<file path="src/rtl/cpu_pkg.sv">
// Shared CPU definitions for the execute-side pipeline blocks:
// datapath widths, the ALU operation encoding and a legality helper.
package cpu_pkg;

  localparam int XLEN    = 32;
  localparam int RADDR_W = 5;
  localparam int CNT_W   = 16;

  typedef logic [2:0] alu_ctrl_t;

  localparam alu_ctrl_t ALU_AND = 3'b000;
  localparam alu_ctrl_t ALU_OR  = 3'b001;
  localparam alu_ctrl_t ALU_ADD = 3'b010;
  localparam alu_ctrl_t ALU_SUB = 3'b110;
  localparam alu_ctrl_t ALU_MUL = 3'b011;

  // The ALU only decodes these five codes.
  // Anything else is treated as an illegal instruction.
  function automatic logic alu_ctrl_legal(input alu_ctrl_t code);
    case (code)
      ALU_AND, ALU_OR, ALU_ADD, ALU_SUB, ALU_MUL: return 1'b1;
      default:                                   return 1'b0;
    endcase
  endfunction

endpackage

</file>
<file path="src/rtl/ex_operand_stage_if.sv">
// Signal bundle between decode / later pipeline stages and the ID/EX
// operand stage. The master modport is the pipeline around the stage.
// The slave modport is the stage itself.
interface ex_operand_stage_if #(
  parameter int XLEN    = cpu_pkg::XLEN,
  parameter int RADDR_W = cpu_pkg::RADDR_W,
  parameter int CNT_W   = cpu_pkg::CNT_W
) ();
  import cpu_pkg::*;

  // pipeline control
  logic               stall_i;
  logic               flush_i;

  // decode stage
  logic               id_valid_i;
  logic [XLEN-1:0]    id_rs1_data_i;
  logic [XLEN-1:0]    id_rs2_data_i;
  logic [XLEN-1:0]    id_imm_i;
  logic [RADDR_W-1:0] id_rs1_addr_i;
  logic [RADDR_W-1:0] id_rs2_addr_i;
  logic [RADDR_W-1:0] id_rd_addr_i;
  logic               id_alu_src_i;
  alu_ctrl_t          id_alu_ctrl_i;
  logic               id_reg_write_i;

  // forwarding sources
  logic               exmem_reg_write_i;
  logic [RADDR_W-1:0] exmem_rd_addr_i;
  logic [XLEN-1:0]    exmem_result_i;
  logic               memwb_reg_write_i;
  logic [RADDR_W-1:0] memwb_rd_addr_i;
  logic [XLEN-1:0]    memwb_data_i;

  // towards the ALU / EX stage
  logic [XLEN-1:0]    alu_data1_o;
  logic [XLEN-1:0]    alu_data2_o;
  alu_ctrl_t          alu_ctrl_o;
  logic               ex_valid_o;
  logic [RADDR_W-1:0] ex_rd_addr_o;
  logic               ex_reg_write_o;
  logic [XLEN-1:0]    ex_store_data_o;
  logic               illegal_o;
  logic [CNT_W-1:0]   stall_cnt_o;

  modport master (
    output stall_i, flush_i,
    output id_valid_i, id_rs1_data_i, id_rs2_data_i, id_imm_i,
    output id_rs1_addr_i, id_rs2_addr_i, id_rd_addr_i,
    output id_alu_src_i, id_alu_ctrl_i, id_reg_write_i,
    output exmem_reg_write_i, exmem_rd_addr_i, exmem_result_i,
    output memwb_reg_write_i, memwb_rd_addr_i, memwb_data_i,
    input  alu_data1_o, alu_data2_o, alu_ctrl_o, ex_valid_o,
    input  ex_rd_addr_o, ex_reg_write_o, ex_store_data_o,
    input  illegal_o, stall_cnt_o
  );

  modport slave (
    input  stall_i, flush_i,
    input  id_valid_i, id_rs1_data_i, id_rs2_data_i, id_imm_i,
    input  id_rs1_addr_i, id_rs2_addr_i, id_rd_addr_i,
    input  id_alu_src_i, id_alu_ctrl_i, id_reg_write_i,
    input  exmem_reg_write_i, exmem_rd_addr_i, exmem_result_i,
    input  memwb_reg_write_i, memwb_rd_addr_i, memwb_data_i,
    output alu_data1_o, alu_data2_o, alu_ctrl_o, ex_valid_o,
    output ex_rd_addr_o, ex_reg_write_o, ex_store_data_o,
    output illegal_o, stall_cnt_o
  );

endinterface

</file>
<file path="src/rtl/fwd_mux.sv">
// Operand forwarding selector for one source register.
// EX/MEM wins over MEM/WB. Register x0 is hard-wired zero, so a write to
// it is never forwarded.
module fwd_mux #(
  parameter int XLEN    = cpu_pkg::XLEN,
  parameter int RADDR_W = cpu_pkg::RADDR_W
) (
  input  logic [RADDR_W-1:0] rs_addr,
  input  logic [XLEN-1:0]    rs_data,
  input  logic               exmem_we,
  input  logic [RADDR_W-1:0] exmem_rd,
  input  logic [XLEN-1:0]    exmem_data,
  input  logic               memwb_we,
  input  logic [RADDR_W-1:0] memwb_rd,
  input  logic [XLEN-1:0]    memwb_data,
  output logic [XLEN-1:0]    fwd_data
);
  import cpu_pkg::*;

  logic exmem_hit;
  logic memwb_hit;

  assign exmem_hit = exmem_we && (exmem_rd != '0) && (exmem_rd == rs_addr);
  assign memwb_hit = memwb_we && (memwb_rd != '0) && (memwb_rd == rs_addr);

  // Choose the youngest in-flight producer of rs, else the register-file value.
  always_comb begin
    fwd_data = rs_data;
    if (exmem_hit) begin
      fwd_data = exmem_data;
    end else if (memwb_hit) begin
      fwd_data = memwb_data;
    end
  end

endmodule

</file>
<file path="src/rtl/ex_operand_stage.sv">
// ID/EX pipeline register feeding the ALU.
// It captures decoded operands and control, and supports stall and flush.
// It forwards results from EX/MEM and MEM/WB and counts stall cycles for
// performance debug.
// Build option: define EX_OPERAND_FWD_EN to enable the forwarding muxes.
// Without it, operands come straight from the registered register-file
// data, and hazards must be covered by stalls.
module ex_operand_stage #(
  parameter int XLEN    = cpu_pkg::XLEN,
  parameter int RADDR_W = cpu_pkg::RADDR_W,
  parameter int CNT_W   = cpu_pkg::CNT_W
) (
  input logic               clk_i,
  input logic               rst_i,
  ex_operand_stage_if.slave bus
);
  import cpu_pkg::*;

  logic               valid_q;
  logic [XLEN-1:0]    rs1_data_q;
  logic [XLEN-1:0]    rs2_data_q;
  logic [XLEN-1:0]    imm_q;
  logic [RADDR_W-1:0] rs1_addr_q;
  logic [RADDR_W-1:0] rs2_addr_q;
  logic [RADDR_W-1:0] rd_addr_q;
  logic               alu_src_q;
  alu_ctrl_t          alu_ctrl_q;
  logic               reg_write_q;
  logic               illegal_q;
  logic [CNT_W-1:0]   stall_cnt_q;

  logic [XLEN-1:0]    op_a;
  logic [XLEN-1:0]    op_b_reg;
  logic               exmem_fwd_en;
  logic               memwb_fwd_en;

  // Stage register: reset > flush > stall > load.
  // The stall counter survives flushes.
  always_ff @(posedge clk_i) begin
    if (rst_i) begin
      valid_q     <= 1'b0;
      rs1_data_q  <= '0;
      rs2_data_q  <= '0;
      imm_q       <= '0;
      rs1_addr_q  <= '0;
      rs2_addr_q  <= '0;
      rd_addr_q   <= '0;
      alu_src_q   <= 1'b0;
      alu_ctrl_q  <= ALU_AND;
      reg_write_q <= 1'b0;
      illegal_q   <= 1'b0;
      stall_cnt_q <= '0;
    end else if (bus.flush_i) begin
      valid_q     <= 1'b0;
      rs1_data_q  <= '0;
      rs2_data_q  <= '0;
      imm_q       <= '0;
      rs1_addr_q  <= '0;
      rs2_addr_q  <= '0;
      rd_addr_q   <= '0;
      alu_src_q   <= 1'b0;
      alu_ctrl_q  <= ALU_AND;
      reg_write_q <= 1'b0;
      illegal_q   <= 1'b0;
    end else if (bus.stall_i) begin
      if (stall_cnt_q != '1) begin
        stall_cnt_q <= stall_cnt_q + CNT_W'(1);
      end
    end else begin
      valid_q     <= bus.id_valid_i;
      rs1_data_q  <= bus.id_rs1_data_i;
      rs2_data_q  <= bus.id_rs2_data_i;
      imm_q       <= bus.id_imm_i;
      rs1_addr_q  <= bus.id_rs1_addr_i;
      rs2_addr_q  <= bus.id_rs2_addr_i;
      rd_addr_q   <= bus.id_rd_addr_i;
      alu_src_q   <= bus.id_alu_src_i;
      reg_write_q <= bus.id_reg_write_i;
      if (alu_ctrl_legal(bus.id_alu_ctrl_i)) begin
        alu_ctrl_q <= bus.id_alu_ctrl_i;
        illegal_q  <= 1'b0;
      end else begin
        // Illegal codes are neutralised to ADD and flagged for the trap logic.
        alu_ctrl_q <= ALU_ADD;
        illegal_q  <= 1'b1;
      end
    end
  end

`ifdef EX_OPERAND_FWD_EN
  assign exmem_fwd_en = bus.exmem_reg_write_i;
  assign memwb_fwd_en = bus.memwb_reg_write_i;
`else
  // Forwarding disabled: the muxes always fall through to register data.
  assign exmem_fwd_en = 1'b0;
  assign memwb_fwd_en = 1'b0;
  logic unused_fwd_we;
  assign unused_fwd_we = bus.exmem_reg_write_i ^ bus.memwb_reg_write_i;
`endif

  fwd_mux #(.XLEN(XLEN), .RADDR_W(RADDR_W)) u_fwd_rs1 (
    .rs_addr    (rs1_addr_q),
    .rs_data    (rs1_data_q),
    .exmem_we   (exmem_fwd_en),
    .exmem_rd   (bus.exmem_rd_addr_i),
    .exmem_data (bus.exmem_result_i),
    .memwb_we   (memwb_fwd_en),
    .memwb_rd   (bus.memwb_rd_addr_i),
    .memwb_data (bus.memwb_data_i),
    .fwd_data   (op_a)
  );

  fwd_mux #(.XLEN(XLEN), .RADDR_W(RADDR_W)) u_fwd_rs2 (
    .rs_addr    (rs2_addr_q),
    .rs_data    (rs2_data_q),
    .exmem_we   (exmem_fwd_en),
    .exmem_rd   (bus.exmem_rd_addr_i),
    .exmem_data (bus.exmem_result_i),
    .memwb_we   (memwb_fwd_en),
    .memwb_rd   (bus.memwb_rd_addr_i),
    .memwb_data (bus.memwb_data_i),
    .fwd_data   (op_b_reg)
  );

  // Operands stay combinational, so a stalled instruction still sees fresh forwards.
  assign bus.alu_data1_o     = op_a;
  assign bus.ex_store_data_o = op_b_reg;
  assign bus.alu_data2_o     = alu_src_q ? imm_q : op_b_reg;
  assign bus.alu_ctrl_o      = alu_ctrl_q;
  assign bus.ex_valid_o      = valid_q;
  assign bus.ex_rd_addr_o    = rd_addr_q;
  assign bus.ex_reg_write_o  = reg_write_q & valid_q;
  assign bus.illegal_o       = illegal_q;
  assign bus.stall_cnt_o     = stall_cnt_q;

endmodule

</file>
<file path="src/flat_wrapper.sv">
// flat-port wrapper written by rule: the top's interface ports become plain ports
module ex_operand_stage_flat import cpu_pkg::*;
#(
  parameter int XLEN    = cpu_pkg::XLEN,
  parameter int RADDR_W = cpu_pkg::RADDR_W,
  parameter int CNT_W   = cpu_pkg::CNT_W
)
  (clk_i, rst_i, bus_stall_i, bus_flush_i, bus_id_valid_i, bus_id_rs1_data_i, bus_id_rs2_data_i, bus_id_imm_i, bus_id_rs1_addr_i, bus_id_rs2_addr_i, bus_id_rd_addr_i, bus_id_alu_src_i, bus_id_alu_ctrl_i, bus_id_reg_write_i, bus_exmem_reg_write_i, bus_exmem_rd_addr_i, bus_exmem_result_i, bus_memwb_reg_write_i, bus_memwb_rd_addr_i, bus_memwb_data_i, bus_alu_data1_o, bus_alu_data2_o, bus_alu_ctrl_o, bus_ex_valid_o, bus_ex_rd_addr_o, bus_ex_reg_write_o, bus_ex_store_data_o, bus_illegal_o, bus_stall_cnt_o);
  ex_operand_stage_if #(.XLEN(XLEN), .RADDR_W(RADDR_W), .CNT_W(CNT_W)) bus_i ();
  input logic clk_i;
  input logic rst_i;
  input wire logic [$bits(bus_i.stall_i)-1:0] bus_stall_i;
  input wire logic [$bits(bus_i.flush_i)-1:0] bus_flush_i;
  input wire logic [$bits(bus_i.id_valid_i)-1:0] bus_id_valid_i;
  input wire logic [$bits(bus_i.id_rs1_data_i)-1:0] bus_id_rs1_data_i;
  input wire logic [$bits(bus_i.id_rs2_data_i)-1:0] bus_id_rs2_data_i;
  input wire logic [$bits(bus_i.id_imm_i)-1:0] bus_id_imm_i;
  input wire logic [$bits(bus_i.id_rs1_addr_i)-1:0] bus_id_rs1_addr_i;
  input wire logic [$bits(bus_i.id_rs2_addr_i)-1:0] bus_id_rs2_addr_i;
  input wire logic [$bits(bus_i.id_rd_addr_i)-1:0] bus_id_rd_addr_i;
  input wire logic [$bits(bus_i.id_alu_src_i)-1:0] bus_id_alu_src_i;
  input wire logic [$bits(bus_i.id_alu_ctrl_i)-1:0] bus_id_alu_ctrl_i;
  input wire logic [$bits(bus_i.id_reg_write_i)-1:0] bus_id_reg_write_i;
  input wire logic [$bits(bus_i.exmem_reg_write_i)-1:0] bus_exmem_reg_write_i;
  input wire logic [$bits(bus_i.exmem_rd_addr_i)-1:0] bus_exmem_rd_addr_i;
  input wire logic [$bits(bus_i.exmem_result_i)-1:0] bus_exmem_result_i;
  input wire logic [$bits(bus_i.memwb_reg_write_i)-1:0] bus_memwb_reg_write_i;
  input wire logic [$bits(bus_i.memwb_rd_addr_i)-1:0] bus_memwb_rd_addr_i;
  input wire logic [$bits(bus_i.memwb_data_i)-1:0] bus_memwb_data_i;
  output wire logic [$bits(bus_i.alu_data1_o)-1:0] bus_alu_data1_o;
  output wire logic [$bits(bus_i.alu_data2_o)-1:0] bus_alu_data2_o;
  output wire logic [$bits(bus_i.alu_ctrl_o)-1:0] bus_alu_ctrl_o;
  output wire logic [$bits(bus_i.ex_valid_o)-1:0] bus_ex_valid_o;
  output wire logic [$bits(bus_i.ex_rd_addr_o)-1:0] bus_ex_rd_addr_o;
  output wire logic [$bits(bus_i.ex_reg_write_o)-1:0] bus_ex_reg_write_o;
  output wire logic [$bits(bus_i.ex_store_data_o)-1:0] bus_ex_store_data_o;
  output wire logic [$bits(bus_i.illegal_o)-1:0] bus_illegal_o;
  output wire logic [$bits(bus_i.stall_cnt_o)-1:0] bus_stall_cnt_o;
  assign bus_i.stall_i = bus_stall_i;
  assign bus_i.flush_i = bus_flush_i;
  assign bus_i.id_valid_i = bus_id_valid_i;
  assign bus_i.id_rs1_data_i = bus_id_rs1_data_i;
  assign bus_i.id_rs2_data_i = bus_id_rs2_data_i;
  assign bus_i.id_imm_i = bus_id_imm_i;
  assign bus_i.id_rs1_addr_i = bus_id_rs1_addr_i;
  assign bus_i.id_rs2_addr_i = bus_id_rs2_addr_i;
  assign bus_i.id_rd_addr_i = bus_id_rd_addr_i;
  assign bus_i.id_alu_src_i = bus_id_alu_src_i;
  assign bus_i.id_alu_ctrl_i = bus_id_alu_ctrl_i;
  assign bus_i.id_reg_write_i = bus_id_reg_write_i;
  assign bus_i.exmem_reg_write_i = bus_exmem_reg_write_i;
  assign bus_i.exmem_rd_addr_i = bus_exmem_rd_addr_i;
  assign bus_i.exmem_result_i = bus_exmem_result_i;
  assign bus_i.memwb_reg_write_i = bus_memwb_reg_write_i;
  assign bus_i.memwb_rd_addr_i = bus_memwb_rd_addr_i;
  assign bus_i.memwb_data_i = bus_memwb_data_i;
  assign bus_alu_data1_o = bus_i.alu_data1_o;
  assign bus_alu_data2_o = bus_i.alu_data2_o;
  assign bus_alu_ctrl_o = bus_i.alu_ctrl_o;
  assign bus_ex_valid_o = bus_i.ex_valid_o;
  assign bus_ex_rd_addr_o = bus_i.ex_rd_addr_o;
  assign bus_ex_reg_write_o = bus_i.ex_reg_write_o;
  assign bus_ex_store_data_o = bus_i.ex_store_data_o;
  assign bus_illegal_o = bus_i.illegal_o;
  assign bus_stall_cnt_o = bus_i.stall_cnt_o;
  ex_operand_stage #(.XLEN(XLEN), .RADDR_W(RADDR_W), .CNT_W(CNT_W)) u_core (.clk_i(clk_i), .rst_i(rst_i), .bus(bus_i));
endmodule
</file>
<file path="config.mk">
export PLATFORM = sky130hd
export DESIGN_NAME = ex_operand_stage_flat
export DESIGN_NICKNAME = d
export VERILOG_FILES = /design/src/rtl/cpu_pkg.sv /design/src/rtl/ex_operand_stage_if.sv /design/src/rtl/fwd_mux.sv /design/src/rtl/ex_operand_stage.sv /design/src/flat_wrapper.sv
export SDC_FILE = /design/constraint.sdc
export NUM_CORES = 1
export LEC_CHECK = 0
export ABC_AREA = 1
export CAP_MARGIN = 25
export CORE_MARGIN = 2
export CORE_UTILIZATION = 46
export DETAILED_ROUTE_END_ITERATION = 10
export PLACE_DENSITY = 0.83
export SYNTH_ARGS = -nofsm -noshare
export SYNTH_HDL_FRONTEND = slang
export SYNTH_HIERARCHICAL = 1
export SYNTH_SLANG_ARGS = --single-unit
</file>
<file path="constraint.sdc">
create_clock -name clk_i -period 1.5 [get_ports clk_i]
set_input_delay 0.3 -clock clk_i [delete_from_list [all_inputs] [get_ports clk_i]]
set_output_delay 0.3 -clock clk_i [all_outputs]
set_load 0.01 [all_outputs]
</file>
# Word level (Yosys, flattened, before mapping)
# Index checks and enable logic that the tools add are counted.
[word_totals]
elab_cells = 29
latch_bits = 0
in_bits = 197
memories = 0
regBits = 124
mem_bits_ro = 0
ram_bits = 0
out_inout_bits = 123
[op_classes]
eq_ne = 5
n_bitwise = 2
div_mod_pow = 0
n_lt_le_gt_ge = 0
n_shift = 0
n_mul = 0
muxes = 7
addsub = 1
reduce_logical = 4
[op_table]
columns = ["operator", "n"]
rows = [
  ["$mux W32", 1],
  ["$add A16 B1 Y16 const B", 1],
  ["$ne A16 B16 Y1 const B", 1],
  ["$eq A3 B2 Y1 const B", 2],
  ["$mux W1", 5],
  ["$reduce_or A5 Y1", 1],
  ["$eq A3 B1 Y1 const B", 1],
  ["$eq A3 B3 Y1 const B", 1],
  ["$logic_not A3 Y1", 1],
  ["$mux W3", 1],
  ["$reduce_and A3 Y1", 1],
  ["$reduce_or A2 Y1", 1],
  ["$and A1 B1 Y1", 1],
  ["$not A1 Y1", 1],
]

# Depth between registers and ports, before layout
# Gate-level depths: netlist of the first run.
[depth]
depth_word = 7
ltp_mapped = 11
depth_no_buf = 10

# Modules after synthesis
# Netlist of the first run, hierarchy kept.
[by_module_without_submodules]
columns = ["mod", "area_per_inst_um2", "n_inst", "seq_area_each_um2", "cells_per_inst"]
rows = [
  ["ex_operand_stage", 5383.9, 1, 2682.6, 704],
  ["fwd_mux", 1831.8, 2, 0.0, 298],
]

# Worst setup path after synthesis of the first run
# No wires, ideal clock.
[synth_path]
kind = "reg2reg"
from = "reg u_core.stall_cnt_q[0] (netlist: u_core/bus.stall_cnt_o[0])"
to = "reg u_core.stall_cnt_q[15] (netlist: u_core/bus.stall_cnt_o[15])"
slack_ns = 0.037
stages_incl_launch_ff = 8
synth_period_minus_slack_ns = 1.463
path_buffers = 1
t_arrival_ns = 1.348
required_time_ns = 1.385
setup_time_ns = 0.115
path_cell_list = "dfxtp_1 > ha_1 > inv_1 > nor2_4 > nand4_4 > buf_6 > a21oi_1 > nor2_1"
[synth_between]
elab_chain_len = 2
word_cells_on_any_way = 3
classes_between = "1 x add/sub; 1 x eq/ne; 1 x reduce/logical"
[synth_lines]
columns = ["element", "line_no", "text"]
rows = [
  ["start: declaration", "ex_operand_stage.sv:30", "logic [CNT_W-1:0] stall_cnt_q;"],
  ["start signal: assignment", "ex_operand_stage.sv:67", "stall_cnt_q <= stall_cnt_q + CNT_W'(1);"],
  ["branches (longest 2 deep; another with $add A16 B1 Y16)", "--", ""],
]
# Several ways; the timed one is not identified.
# A chain may end at the register's enable or synchronous reset.

# Final worst setup path of the first run
[layout_path]
from = "reg u_core.alu_src_q"
to = "out bus_alu_data2_o[31]"
[layout_between]
elab_chain_len = 1
[layout_lines]
columns = ["element", "line_no", "text"]
rows = [
  ["start: declaration", "ex_operand_stage.sv:26", "logic alu_src_q;"],
  ["start signal: assignment", "ex_operand_stage.sv:77", "alu_src_q <= bus.id_alu_src_i;"],
  ["$mux W32", "ex_operand_stage.sv:128", "assign bus.alu_data2_o = alu_src_q ? imm_q : op_b_reg;"],
  ["end: declaration", "flat_wrapper.sv:31", "output wire logic [$bits(bus_i.alu_data2_o)-1:0] bus_alu_data2_o;"],
]
# Every way passes these cells.

==> run_results.csv, run 1 <==
group,metric,value,unit
outcome,outcome,"complete, but fails checks",
final_layout,ff_latch_area,2753,sq um
clock_tree,max-clock-path-buffers,2,
sta,finalSetupViolCount,33,
clock_tree,clkTransAtPathRegs,0.06,ns
route,wl_per_cell,18.64,um
clock_tree,worstSkewPairLatency,0.41,ns
worst_setup_path,start_kind,"flip-flop",
worst_setup_path,r2r_setup_slack,0.08,ns
clock_tree,cts_root_buffer,"clkbuf_16",
worst_hold_path,hp-class,"input pin to flip-flop",
sta,period_minus_slack,1.900,ns
power_and_ir_drop,switching_share,27.88,%
worst_setup_path,critPathArrivalTime,1.60,ns
power_and_ir_drop,power_density,766.2,nW/um^2
power_and_ir_drop,power.switching,2.818,mW
floorplanning,ios,320,
route,drc,0,
worst_setup_path,r2r_end,"u_core/bus.stall_cnt_o[13]$_SDFFE_PP0P_",
grt,grt-ovfl-total,0,
final_layout,multi_input_area,5275,sq um
worst_setup_path,worstPathRequired,1.20,ns
grt,grt_pass1_wl,51180,um
floorplanning,rows,51,
synth,ys_seq_area_share,29.65,%
grt,grt_max_degree,120,
synth,synth_cells,1300,
floorplanning,fp.dieW,144.2,um
synth,ys_warn_count,6,
worst_setup_path,cp_max_fo,6,
synth,syn_area,9047,sq um
final_layout,area_growth,45.82,%
sta,worst_slack,-0.3995,ns
power_and_ir_drop,peakVddDrop,737.1,uV
grt,first_global_vias,9653,
route,antenna_left,0,
synth,synth_area_leaders,"dfxtp_1 (30%), nand2_1 (13%), nand4_1 (9.1%)",
placed_design,port_buffers,317,
power_and_ir_drop,p_comb_share,21.0,%
route,vias,10230,
power_and_ir_drop,power_leakage,5.896,nW
synth,yosys.area.top_type,"dfxtp_1",
worst_hold_path,min_path_cells,3,
sta,fmax,526.4,MHz
floorplanning,die-area,20810,sq um
clock_tree,cts.sinks,134,
final_layout,layout_commonest_cell,"nand2_1",
clock_tree,cts_hold_buf,0,
final_layout,final_nets,1793,
power_and_ir_drop,p_int,7.290,mW
placed_design,dpl.hpwl,21920,um
clock_tree,htree_num_levels,4,
placed_design,globalplace.congestion,0.8963,
route,dr.pass1.iters,7,
sta,finalMaxSlewViolations,0,
route,viasPerCell,5.454,
synth,yosysTopAreaCellShare,29.65,%
placed_design,pre_cts_ws,-0.1946,ns
sta,hold_viol,0,
floorplanning,fp.dieH,144.2,um
synth,avgSynthCellArea,6.960,sq um
sta,fin_crit_sh,126.6,%
worst_hold_path,hold_end,"u_core/rs2_data_q[31]$_SDFFE_PP0N_",
synth,ys_ff_latch,134,
sta,fin_skew,0.003537,ns
power_and_ir_drop,seqPwrFrac,37.0,%
floorplanning,core_area,19400,sq um
route,wl,34950,um
flow_run,drv_cap,0,
route,drt-initial-drc-count,685,
final_layout,fillers,1622,
sta,fin_setup_tns,-9.558,ns
power_and_ir_drop,clockPowerShare,42.0,%
outcome,violations,"negative setup slack",
final_layout,drive_gt1_share,31.59,%
worst_setup_path,cp-end-kind,"output port",
worst_hold_path,hp-start,"bus_id_rs2_data_i[31]",
sta,whs,0.4318,ns
clock_tree,cts-buffers-inserted,17,
worst_setup_path,reg2reg_from,"u_core/bus.stall_cnt_o[0]$_SDFFE_PP0P_",
synth,synth.distinct_cells,31,
worst_setup_path,crit_type,"flip-flop to output port",
sta,worst_pin_slew,1.227,ns
grt,antenna_found_initial,2,
final_layout,final_cell_mix,"nand2_1 (315), clkdlybuf4s50_1 (193), inv_1 (143), nand4_1 (131), a21oi_1 (129)",
floorplanning,start_util,46.64,%
clock_tree,cts_tree,"yes",
grt,gr-usage-all-layers,31.96,%
sta,rsz0062_at_grt,"true",
sta,relSlewSlack,18.01,%
worst_setup_path,rr_worst_depth,7,
flip-flops by register name, summed over array words and instances, names as in the netlist:
signal                   count
u_core/imm_q                32
u_core/rs1_data_q           32
u_core/rs2_data_q           32
u_core/bus.stall_cnt_o      16
u_core/bus.ex_rd_addr_o      5
u_core/rs1_addr_q            5
u_core/rs2_addr_q            5
u_core/bus.alu_ctrl_o        3
u_core/alu_src_q             1
u_core/bus.ex_valid_o        1
u_core/bus.illegal_o         1
u_core/reg_write_q           1
area by class of cell:
class / instances / share of cell area [%]
diodes: 2 / 0.03794
clock buffers: 21 / 3.566
clock inverters: 11 / 0.9389
inverters: 171 / 4.903
multi-input cells: 908 / 39.98
flip-flops and latches: 134 / 20.86
well taps: 265 / 2.513
repair buffers: 363 / 27.19
worst max-delay path by stage:
stage                                                 startpoint                                      end  slack [ns]  depth (start not counted)
after floorplan           u_core/bus.stall_cnt_o[0]$_SDFFE_PP0P_  u_core/bus.stall_cnt_o[15]$_SDFFE_PP0P_        0.04                          7
after global placement             u_core/alu_src_q$_SDFFE_PP0N_                      bus_alu_data2_o[18]       -0.16                          3
after detailed placement           u_core/alu_src_q$_SDFFE_PP0N_                      bus_alu_data2_o[13]       -0.19                          3
after CTS                          u_core/alu_src_q$_SDFFE_PP0N_                      bus_alu_data2_o[31]       -0.42                          5
after global routing               u_core/alu_src_q$_SDFFE_PP0N_                      bus_alu_data2_o[31]       -0.43                          5
final                              u_core/alu_src_q$_SDFFE_PP0N_                      bus_alu_data2_o[31]       -0.40                          5
per-layer routing:
layer / wire length (um) / vias to the layer above / GRT usage [%]
li1: - / 4802 / -
met1: 13390 / 4752 / 37.53
met2: 16660 / 553 / 53.31
met3: 3423 / 119 / 9.007
met4: 1470 / 0 / 16.40
met5: 0 / - / 0
cells in the mapped netlist (all sizes together):
master and number:
mux2 32, nor3 2, dfxtp 134, or2 2, o21ai 11, buf 62
a21oi 131, inv 171, nand3 87, conb 1, ha 1, clkbuf 29
nand4 132, nand2 444, nor2 61
cell families (layout without fill, tap and decap cells):
logic type      count (synthesis)  after routing  synth area share (%)
flops                         134            134                 29.65
simple gates                  728            729                 44.20
fa+ha+maj                       1              1                0.1383
other cells                     1              6               0.04145
compound gates                142            142                 8.187
mux                            32             32                 3.983
buf+inv                       262            566                 13.80
stage by stage:
| stage | instance area (sq um) | power [mW] | instances | util (%) |
|---|---|---|---|---|
| 2_1_floorplan | 9059 | 4.731 | 1303 | - |
| 6_report | 13190 | 10.11 | 1875 | 68.01 |
| 3_3_place_gp | 12280 | 5.752 | 1827 | 63.32 |
| 3_5_place_dp | 12280 | 5.783 | 1827 | 63.32 |
| 5_1_grt | 13190 | 10.47 | 1875 | 68.01 |
| 4_1_cts | 13230 | 10.10 | 1873 | 68.22 |
worst max-delay path: stages (launching register included):
cell,delay (ns)
dfxtp_4,0.36
buf_12,0.14
buf_16,0.14
buf_8,0.12
mux2_4,0.30
buf_6,0.12
repair_timing:
| item | in CTS | in global routing |
|---|---|---|
| pin swaps | 0 | 6 |
| setup buffers | 17 | 14 |
| gates resized for setup | 554 | 63 |
| gates cloned | 4 | 1 |
| setup endpoints to repair | 123 | 91 |
power by group through the flow:
stage | Sequential, mW | Combinational (mW) | Clock, mW
final | 3.74 | 2.12 | 4.25
after global routing | 3.75 | 2.27 | 4.45
after CTS | 3.73 | 2.05 | 4.31
after detailed placement | 3.80 | 1.98 | 0
after global placement | 3.80 | 1.95 | 0
after floorplan | 3.79 | 0.941 | 0
Note: power is estimated with default switching activity, not from simulation.
==> run 2: changes to the inputs <==
--- a/config.mk
+++ b/config.mk
@@ -10,6 +10,7 @@
 export CORE_MARGIN = 2
 export CORE_UTILIZATION = 46
 export DETAILED_ROUTE_END_ITERATION = 10
+export GPL_ROUTABILITY_DRIVEN = 1
 export PLACE_DENSITY = 0.83
 export SYNTH_ARGS = -nofsm -noshare
 export SYNTH_HDL_FRONTEND = slang
==> results of run 2 <==
No change in the layout: final DEF, timing and power equal those of run 1.
